==> src/rtl/rvb_bitcnt_arb_if.sv <==
// rvb_bitcnt_arb_if: requester, response and shared bit-count unit signals of rvb_bitcnt_arb.
// slave is the arbiter view, master is the surrounding environment view.
interface rvb_bitcnt_arb_if #(
    parameter int XLEN  = 32,
    parameter int DEPTH = 4
);
    logic                     req0_valid, req0_ready, req1_valid, req1_ready;
    logic [XLEN-1:0]          req0_rs1, req1_rs1;
    logic [3:0]               req0_insn, req1_insn;
    logic                     rsp0_valid, rsp0_ready, rsp1_valid, rsp1_ready;
    logic [XLEN-1:0]          rsp0_rd, rsp1_rd;
    logic                     unit_valid, unit_ready;
    logic [XLEN-1:0]          unit_rs1;
    logic                     unit_insn3, unit_insn20, unit_insn21, unit_insn22;
    logic                     unit_dout_valid, unit_dout_ready;
    logic [XLEN-1:0]          unit_rd;
    logic [$clog2(DEPTH):0]   inflight;
    logic                     err;

    modport slave (
        input  req0_valid, req0_rs1, req0_insn, req1_valid, req1_rs1, req1_insn,
               rsp0_ready, rsp1_ready, unit_ready, unit_dout_valid, unit_rd,
        output req0_ready, req1_ready, rsp0_valid, rsp0_rd, rsp1_valid, rsp1_rd,
               unit_valid, unit_rs1, unit_insn3, unit_insn20, unit_insn21, unit_insn22,
               unit_dout_ready, inflight, err
    );
    modport master (
        output req0_valid, req0_rs1, req0_insn, req1_valid, req1_rs1, req1_insn,
               rsp0_ready, rsp1_ready, unit_ready, unit_dout_valid, unit_rd,
        input  req0_ready, req1_ready, rsp0_valid, rsp0_rd, rsp1_valid, rsp1_rd,
               unit_valid, unit_rs1, unit_insn3, unit_insn20, unit_insn21, unit_insn22,
               unit_dout_ready, inflight, err
    );
endinterface

==> src/rtl/rvb_bitcnt_arb.sv <==
// rvb_bitcnt_arb: two-requester arbiter for a shared bit-count unit with in-order response routing.
// Define RVB_BITCNT_ARB_RR_EN for round-robin arbitration; default is fixed priority (req0 wins).
module rvb_bitcnt_arb #(
    parameter int XLEN  = 32,
    parameter int DEPTH = 4
) (
    input  logic              clock,
    input  logic              resetn,
    rvb_bitcnt_arb_if.slave   bus
);
    localparam int AW = $clog2(DEPTH);

    logic          tag_q [DEPTH];
    logic [AW-1:0] wptr_q, rptr_q;
    logic [AW:0]   cnt_q, cnt_d;
    logic          err_q, hold_q, hold_gnt_q;
    logic          full, empty, arb_gnt, gnt, push, pop, head;
`ifdef RVB_BITCNT_ARB_RR_EN
    logic          last_q;
`endif

    always_comb begin
        full  = cnt_q == (AW+1)'(DEPTH);
        empty = cnt_q == '0;
`ifdef RVB_BITCNT_ARB_RR_EN
        arb_gnt = (bus.req0_valid & bus.req1_valid) ? !last_q : bus.req1_valid;
`else
        arb_gnt = bus.req1_valid & !bus.req0_valid;
`endif
        // A stalled request keeps its grant as long as that requester still holds valid
        gnt = (hold_q & (hold_gnt_q ? bus.req1_valid : bus.req0_valid)) ? hold_gnt_q : arb_gnt;
        bus.unit_valid = (bus.req0_valid | bus.req1_valid) & !full & resetn;
        bus.req0_ready = !gnt & bus.unit_ready & !full & resetn;
        bus.req1_ready = gnt & bus.unit_ready & !full & resetn;
        bus.unit_rs1 = gnt ? bus.req1_rs1 : bus.req0_rs1;
        {bus.unit_insn22, bus.unit_insn21, bus.unit_insn20, bus.unit_insn3} = gnt ? bus.req1_insn : bus.req0_insn;
        push = bus.unit_valid & bus.unit_ready;
        head = tag_q[rptr_q];
        bus.rsp0_valid = bus.unit_dout_valid & !empty & !head & resetn;
        bus.rsp1_valid = bus.unit_dout_valid & !empty & head & resetn;
        bus.rsp0_rd = head ? '0 : bus.unit_rd;
        bus.rsp1_rd = head ? bus.unit_rd : '0;
        bus.unit_dout_ready = !empty & (head ? bus.rsp1_ready : bus.rsp0_ready) & resetn;
        pop = bus.unit_dout_valid & bus.unit_dout_ready;
        cnt_d = cnt_q + (AW+1)'(push) - (AW+1)'(pop);
        bus.inflight = cnt_q;
        bus.err = err_q;
    end

    always_ff @(posedge clock) begin
        if (!resetn) begin
            wptr_q     <= '0;
            rptr_q     <= '0;
            cnt_q      <= '0;
            err_q      <= 1'b0;
            hold_q     <= 1'b0;
            hold_gnt_q <= 1'b0;
`ifdef RVB_BITCNT_ARB_RR_EN
            last_q     <= 1'b1;
`endif
        end else begin
            if (push) begin
                tag_q[wptr_q] <= gnt;
                wptr_q        <= wptr_q + AW'(1);
            end
            if (pop) rptr_q <= rptr_q + AW'(1);
            cnt_q      <= cnt_d;
            err_q      <= err_q | (bus.unit_dout_valid & empty);
            hold_q     <= bus.unit_valid & !bus.unit_ready;
            hold_gnt_q <= gnt;
`ifdef RVB_BITCNT_ARB_RR_EN
            if (push) last_q <= gnt;
`endif
        end
    end
endmodule

==> src/flat_wrapper.sv <==
// flat-port wrapper written by rule: the top's interface ports become plain ports
module rvb_bitcnt_arb_flat 
#(
    parameter int XLEN  = 32,
    parameter int DEPTH = 4
)
  (clock, resetn, bus_req0_valid, bus_req0_rs1, bus_req0_insn, bus_req1_valid, bus_req1_rs1, bus_req1_insn, bus_rsp0_ready, bus_rsp1_ready, bus_unit_ready, bus_unit_dout_valid, bus_unit_rd, bus_req0_ready, bus_req1_ready, bus_rsp0_valid, bus_rsp0_rd, bus_rsp1_valid, bus_rsp1_rd, bus_unit_valid, bus_unit_rs1, bus_unit_insn3, bus_unit_insn20, bus_unit_insn21, bus_unit_insn22, bus_unit_dout_ready, bus_inflight, bus_err);
  rvb_bitcnt_arb_if #(.XLEN(XLEN), .DEPTH(DEPTH)) bus_i ();
  input  logic clock;
  input  logic resetn;
  input wire logic [$bits(bus_i.req0_valid)-1:0] bus_req0_valid;
  input wire logic [$bits(bus_i.req0_rs1)-1:0] bus_req0_rs1;
  input wire logic [$bits(bus_i.req0_insn)-1:0] bus_req0_insn;
  input wire logic [$bits(bus_i.req1_valid)-1:0] bus_req1_valid;
  input wire logic [$bits(bus_i.req1_rs1)-1:0] bus_req1_rs1;
  input wire logic [$bits(bus_i.req1_insn)-1:0] bus_req1_insn;
  input wire logic [$bits(bus_i.rsp0_ready)-1:0] bus_rsp0_ready;
  input wire logic [$bits(bus_i.rsp1_ready)-1:0] bus_rsp1_ready;
  input wire logic [$bits(bus_i.unit_ready)-1:0] bus_unit_ready;
  input wire logic [$bits(bus_i.unit_dout_valid)-1:0] bus_unit_dout_valid;
  input wire logic [$bits(bus_i.unit_rd)-1:0] bus_unit_rd;
  output wire logic [$bits(bus_i.req0_ready)-1:0] bus_req0_ready;
  output wire logic [$bits(bus_i.req1_ready)-1:0] bus_req1_ready;
  output wire logic [$bits(bus_i.rsp0_valid)-1:0] bus_rsp0_valid;
  output wire logic [$bits(bus_i.rsp0_rd)-1:0] bus_rsp0_rd;
  output wire logic [$bits(bus_i.rsp1_valid)-1:0] bus_rsp1_valid;
  output wire logic [$bits(bus_i.rsp1_rd)-1:0] bus_rsp1_rd;
  output wire logic [$bits(bus_i.unit_valid)-1:0] bus_unit_valid;
  output wire logic [$bits(bus_i.unit_rs1)-1:0] bus_unit_rs1;
  output wire logic [$bits(bus_i.unit_insn3)-1:0] bus_unit_insn3;
  output wire logic [$bits(bus_i.unit_insn20)-1:0] bus_unit_insn20;
  output wire logic [$bits(bus_i.unit_insn21)-1:0] bus_unit_insn21;
  output wire logic [$bits(bus_i.unit_insn22)-1:0] bus_unit_insn22;
  output wire logic [$bits(bus_i.unit_dout_ready)-1:0] bus_unit_dout_ready;
  output wire logic [$bits(bus_i.inflight)-1:0] bus_inflight;
  output wire logic [$bits(bus_i.err)-1:0] bus_err;
  assign bus_i.req0_valid = bus_req0_valid;
  assign bus_i.req0_rs1 = bus_req0_rs1;
  assign bus_i.req0_insn = bus_req0_insn;
  assign bus_i.req1_valid = bus_req1_valid;
  assign bus_i.req1_rs1 = bus_req1_rs1;
  assign bus_i.req1_insn = bus_req1_insn;
  assign bus_i.rsp0_ready = bus_rsp0_ready;
  assign bus_i.rsp1_ready = bus_rsp1_ready;
  assign bus_i.unit_ready = bus_unit_ready;
  assign bus_i.unit_dout_valid = bus_unit_dout_valid;
  assign bus_i.unit_rd = bus_unit_rd;
  assign bus_req0_ready = bus_i.req0_ready;
  assign bus_req1_ready = bus_i.req1_ready;
  assign bus_rsp0_valid = bus_i.rsp0_valid;
  assign bus_rsp0_rd = bus_i.rsp0_rd;
  assign bus_rsp1_valid = bus_i.rsp1_valid;
  assign bus_rsp1_rd = bus_i.rsp1_rd;
  assign bus_unit_valid = bus_i.unit_valid;
  assign bus_unit_rs1 = bus_i.unit_rs1;
  assign bus_unit_insn3 = bus_i.unit_insn3;
  assign bus_unit_insn20 = bus_i.unit_insn20;
  assign bus_unit_insn21 = bus_i.unit_insn21;
  assign bus_unit_insn22 = bus_i.unit_insn22;
  assign bus_unit_dout_ready = bus_i.unit_dout_ready;
  assign bus_inflight = bus_i.inflight;
  assign bus_err = bus_i.err;
  rvb_bitcnt_arb #(.XLEN(XLEN), .DEPTH(DEPTH)) u_core (.clock(clock), .resetn(resetn), .bus(bus_i));
endmodule
==> config.mk <==
export PLATFORM = sky130hd
export DESIGN_NAME = rvb_bitcnt_arb_flat
export DESIGN_NICKNAME = d
export VERILOG_FILES = /design/src/rtl/rvb_bitcnt_arb_if.sv /design/src/rtl/rvb_bitcnt_arb.sv /design/src/flat_wrapper.sv
export SDC_FILE = /design/constraint.sdc
export NUM_CORES = 1
export LEC_CHECK = 0
export CORE_AREA = 2 2 85 87
export CTS_BUF_LIST = sky130_fd_sc_hd__clkbuf_4 sky130_fd_sc_hd__clkbuf_8
export DETAILED_ROUTE_END_ITERATION = 6
export DIE_AREA = 0 0 87 89
export PLACE_DENSITY = 0.84
export SYNTH_ARGS = -nofsm -noshare
export SYNTH_HDL_FRONTEND = slang
export SYNTH_SLANG_ARGS = --single-unit
==> constraint.sdc <==
create_clock -name clock -period 7.3 [get_ports clock]
set_input_delay 1.46 -clock clock [delete_from_list [all_inputs] [get_ports clock]]
set_output_delay 1.46 -clock clock [all_outputs]
set_load 0.03 [all_outputs]
==> metrics.md <==
| Metric | Value |
|---|---|
| Post-CTS Setup Inserts | 0 |
| Worst setup startpoint | bus_req0_valid |
| Clock Root Buffer | clkbuf_8 |
| Largest net degree at the start of global routing | 68 |
| Compound-cell area share of the yosys netlist | less than 1% |
| Antenna viol nets, final | 0 |
| Vias in the first global route | 1963 |
| Clk network pwr share | between 10% and 20% |
| Hold Buf Count CTS | 0 |
| Total I/O pin count | roughly 220 |
| Dominant cells by area after synthesis | mux2_2 (24%), dfxtp_1 (14%), and2_1 (14%) |
| Util after Layout | 59.14% |
| Psw | about 0.00029 W |
| First-pass GRT wire length | 9563 microns |
| WP data arrival | around 3500 ps |
| Vias per inst | between 4 and 5 |
| Final HPWL from detailed placement | ~6100 microns |
| Fillers | about 580 |
| TritonCTS clock tree | built |
| Post-synth ARST share | 0% |
| Most common cell in the netlist | and2_1 |
| Mux share of post-synthesis cell area | slightly below 30% |
| Crit-path max cell delay | around 600 ps |
| Footprint of the multi-input gates | 1219 sq um |
| DRC viols | 0 |
| Clk buf depth | 2 |
| Port Buffer Count | 221 |
| Worst Path Required | 5840 ps |
| Largest family of logic cells by synthesized area | simple AND/OR/NAND/NOR gates |
| Slew @ Worst Pin | around 900 ps |
| Syn_nets | 303 |
| Hold Vio Cnt, Final | 0 |
| Slowest-stage cell, CP | clkdlybuf4s50_1 |
| Internal power | ~0.00037 W |
| Drt pass-1 iters | 4 |
| Combinational power share | 72.7% |
| Number of DRC markers in iteration 0 | 22 |
| CTS H-tree depth | 1 |
| Switching Fraction | about 43% |
| Total power | between 0.0006 and 0.0007 W |
| Fin crit period | between 4000 and 5000 ps |
| Layout Area Growth over Synthesis | 139.3% |
| Gr ovfl total | 0 |
| Chip Height | 89 microns |
| Sequential fraction of the synthesis area | a little over a fifth |
| Post-synth EDFFs | 4 |
| Pins Over Slew Limit | 0 |
| Leading area contributor after synthesis | mux2_2 |
| Core ar. | approximately 6700 sq um |
| Inserted Clock Buffers | 3 |
| MaxCap Viol Count | 0 |
| Slew HR | between 30% and 40% |
| Syn. warnings | 0 |
| Hold Crit Class | reg2reg |
| Area fraction of the dominant cell type after synthesis | roughly a quarter |
| Initial antenna violation count | 0 |
| Mapped Cells | roughly 180 |
| VDD IR max | a little over 0.0001 V |
| Crit. End Element | primary output |
| Fin Setup TNS | 0 ps |
| Sequential Power Share | approximately 17% |
| Gpl congestion | roughly 0.8 |
| Share of post-route cells with drive strength above 1 | 14.32% |
| Synth Register Bits | 16 |
| Most used DFF post-synth | dfxtp_1 |
| Via count | roughly 2.1k |
| Routed WL per cell | approximately 14 microns |
| Flop-to-flop setup slack | around 4200 ps |
| Crit path kind | in2out |
| Pwr Density | between 150 and 200 nW/um^2 |
| Xor/xnor cell area share of the yosys netlist | between 1.5 and 2% |
| Storage cell area | about 360 sq um |
| GRT Overall Usage | roughly 16% |
| Routed WL | ~7000 microns |
| Cell Chain, Critical Path | clkdlybuf4s50_1 > nand2_1 > nand2_1 > inv_1 > buf_4 > mux2_2 > clkdlybuf4s50_1 |
| Synth top cells by count | and2_1 (38), mux2_2 (36), nor2b_1 (26), dfxtp_1 (12), and2b_2 (9) |
| Std-Cell Rows | 30 |
| Post-CTS sizing | 0 |
| Post-Syn Area per Cell | 9.024 sq um |
| Die width | 87 microns |
| Clock Latency Late Sink | 250 ps |
| RSZ-0062 raised after global routing | false |
| Inserted Diodes | 0 |
| Clock Pin Slew Worst Setup and Hold Paths | approximately 60 ps |
| FMAX | roughly 0.20 GHz |
| Crit Path Max Fanout | 41 |
| Die Area | about 7700 sq um |
| Hold Crit Start | u_core.rptr_q[1] |
| Endpoints failing setup | 0 |
| Synth cell types | 31 |
| Post-Syn Area | around 1700 sq um |
| Final net count | about 520 |
| Clock sink total | 16 |
| Status | complete, no violations |
| P_leak | about 1.5 nW |
| Clock skew | 4.738 ps |
| Final Cycle Share | between 60% and 70% |
| Worst setup SP type | primary input |
| Initial Util | between 20% and 30% |
| Synth Area in Adders | 5.727% |
| Simple-gate share of the synthesized area | 36.47% |
-- stage by stage --
stage	area, sq um	setup WS [ps]	hold slack (ps)	instances
6_report	3974	2320	470.0	478
5_1_grt	3974	2218	490.3	478
4_1_cts	3974	2318	472.7	478
3_5_place_dp	3929	2323	462.0	474
3_3_place_gp	3929	2328	447.8	474
2_1_floorplan	1660	3366	430.0	184
-- metal layers --
metal,wire length [microns],global-route usage [%],share of wire (%),up-vias
met5,0,0,0,-
met2,3775,32.27,55,143
met1,2042,14.17,30,896
met3,910,5.910,13,11
li1,-,-,-,1027
met4,123,5.398,1.8,0
-- worst max-delay path: cells and delay by family --
family / cells / cell delay, ps
mux: 1 / 420
simple gates: 2 / 150
buf+inv: 4 / 1490
-- logic make-up (layout without fill, tap and decap cells) --
kind of cell    after synthesis  after routing
fa+ha+maj                     7              7
flops                        16             16
mux                          42             42
simple gates                 94             94
xor+xnor                      3              3
compound gates                2              2
buf+inv                      20            234
-- final timing paths --
kind                                  to  cells past startpoint
setup / recovery         bus_unit_rs1[1]                      7
hold / removal          u_core.rptr_q[1]                      1
setup reg to reg  u_core.bus.inflight[2]                      9
hold reg to reg         u_core.rptr_q[1]                      1
-- layout by cell type (no fill, tap or decap), types with 2 or more instances in the layout --
cell	count
nand2_1	5
inv_1	8
nor3b_1	2
and2_2	3
clkbuf_8	3
mux2i_1	4
nor2_1	3
dfxtp_1	12
nor2b_1	26
ha_1	6
xnor2_1	2
mux2_2	36
edfxtp_1	4
clkdlybuf4s50_1	221
and2b_2	9
and2_1	38
-- area by class of cell --
class / count / share of cell area [%]
Timing Repair Buffer: 222 / 55.86
Multi-Input combinational cell: 148 / 30.67
Tap cell: 80 / 2.519
Inverter: 8 / 0.7557
Sequential cell: 16 / 9.068
Clock inverter: 1 / 0.09446
Clock buffer: 3 / 1.039
-- power by group through the flow --
stage               clock [W]  sequential (W)  combinational (W)
finish              0.0000663        0.000114           0.000480
global placement            0        0.000114           0.000477
global route        0.0000718        0.000116           0.000507
detailed placement          0        0.000115           0.000483
floorplan                   0        0.000127           0.000255
CTS                 0.0000687        0.000114           0.000484
(Power assumes the default switching activity.)
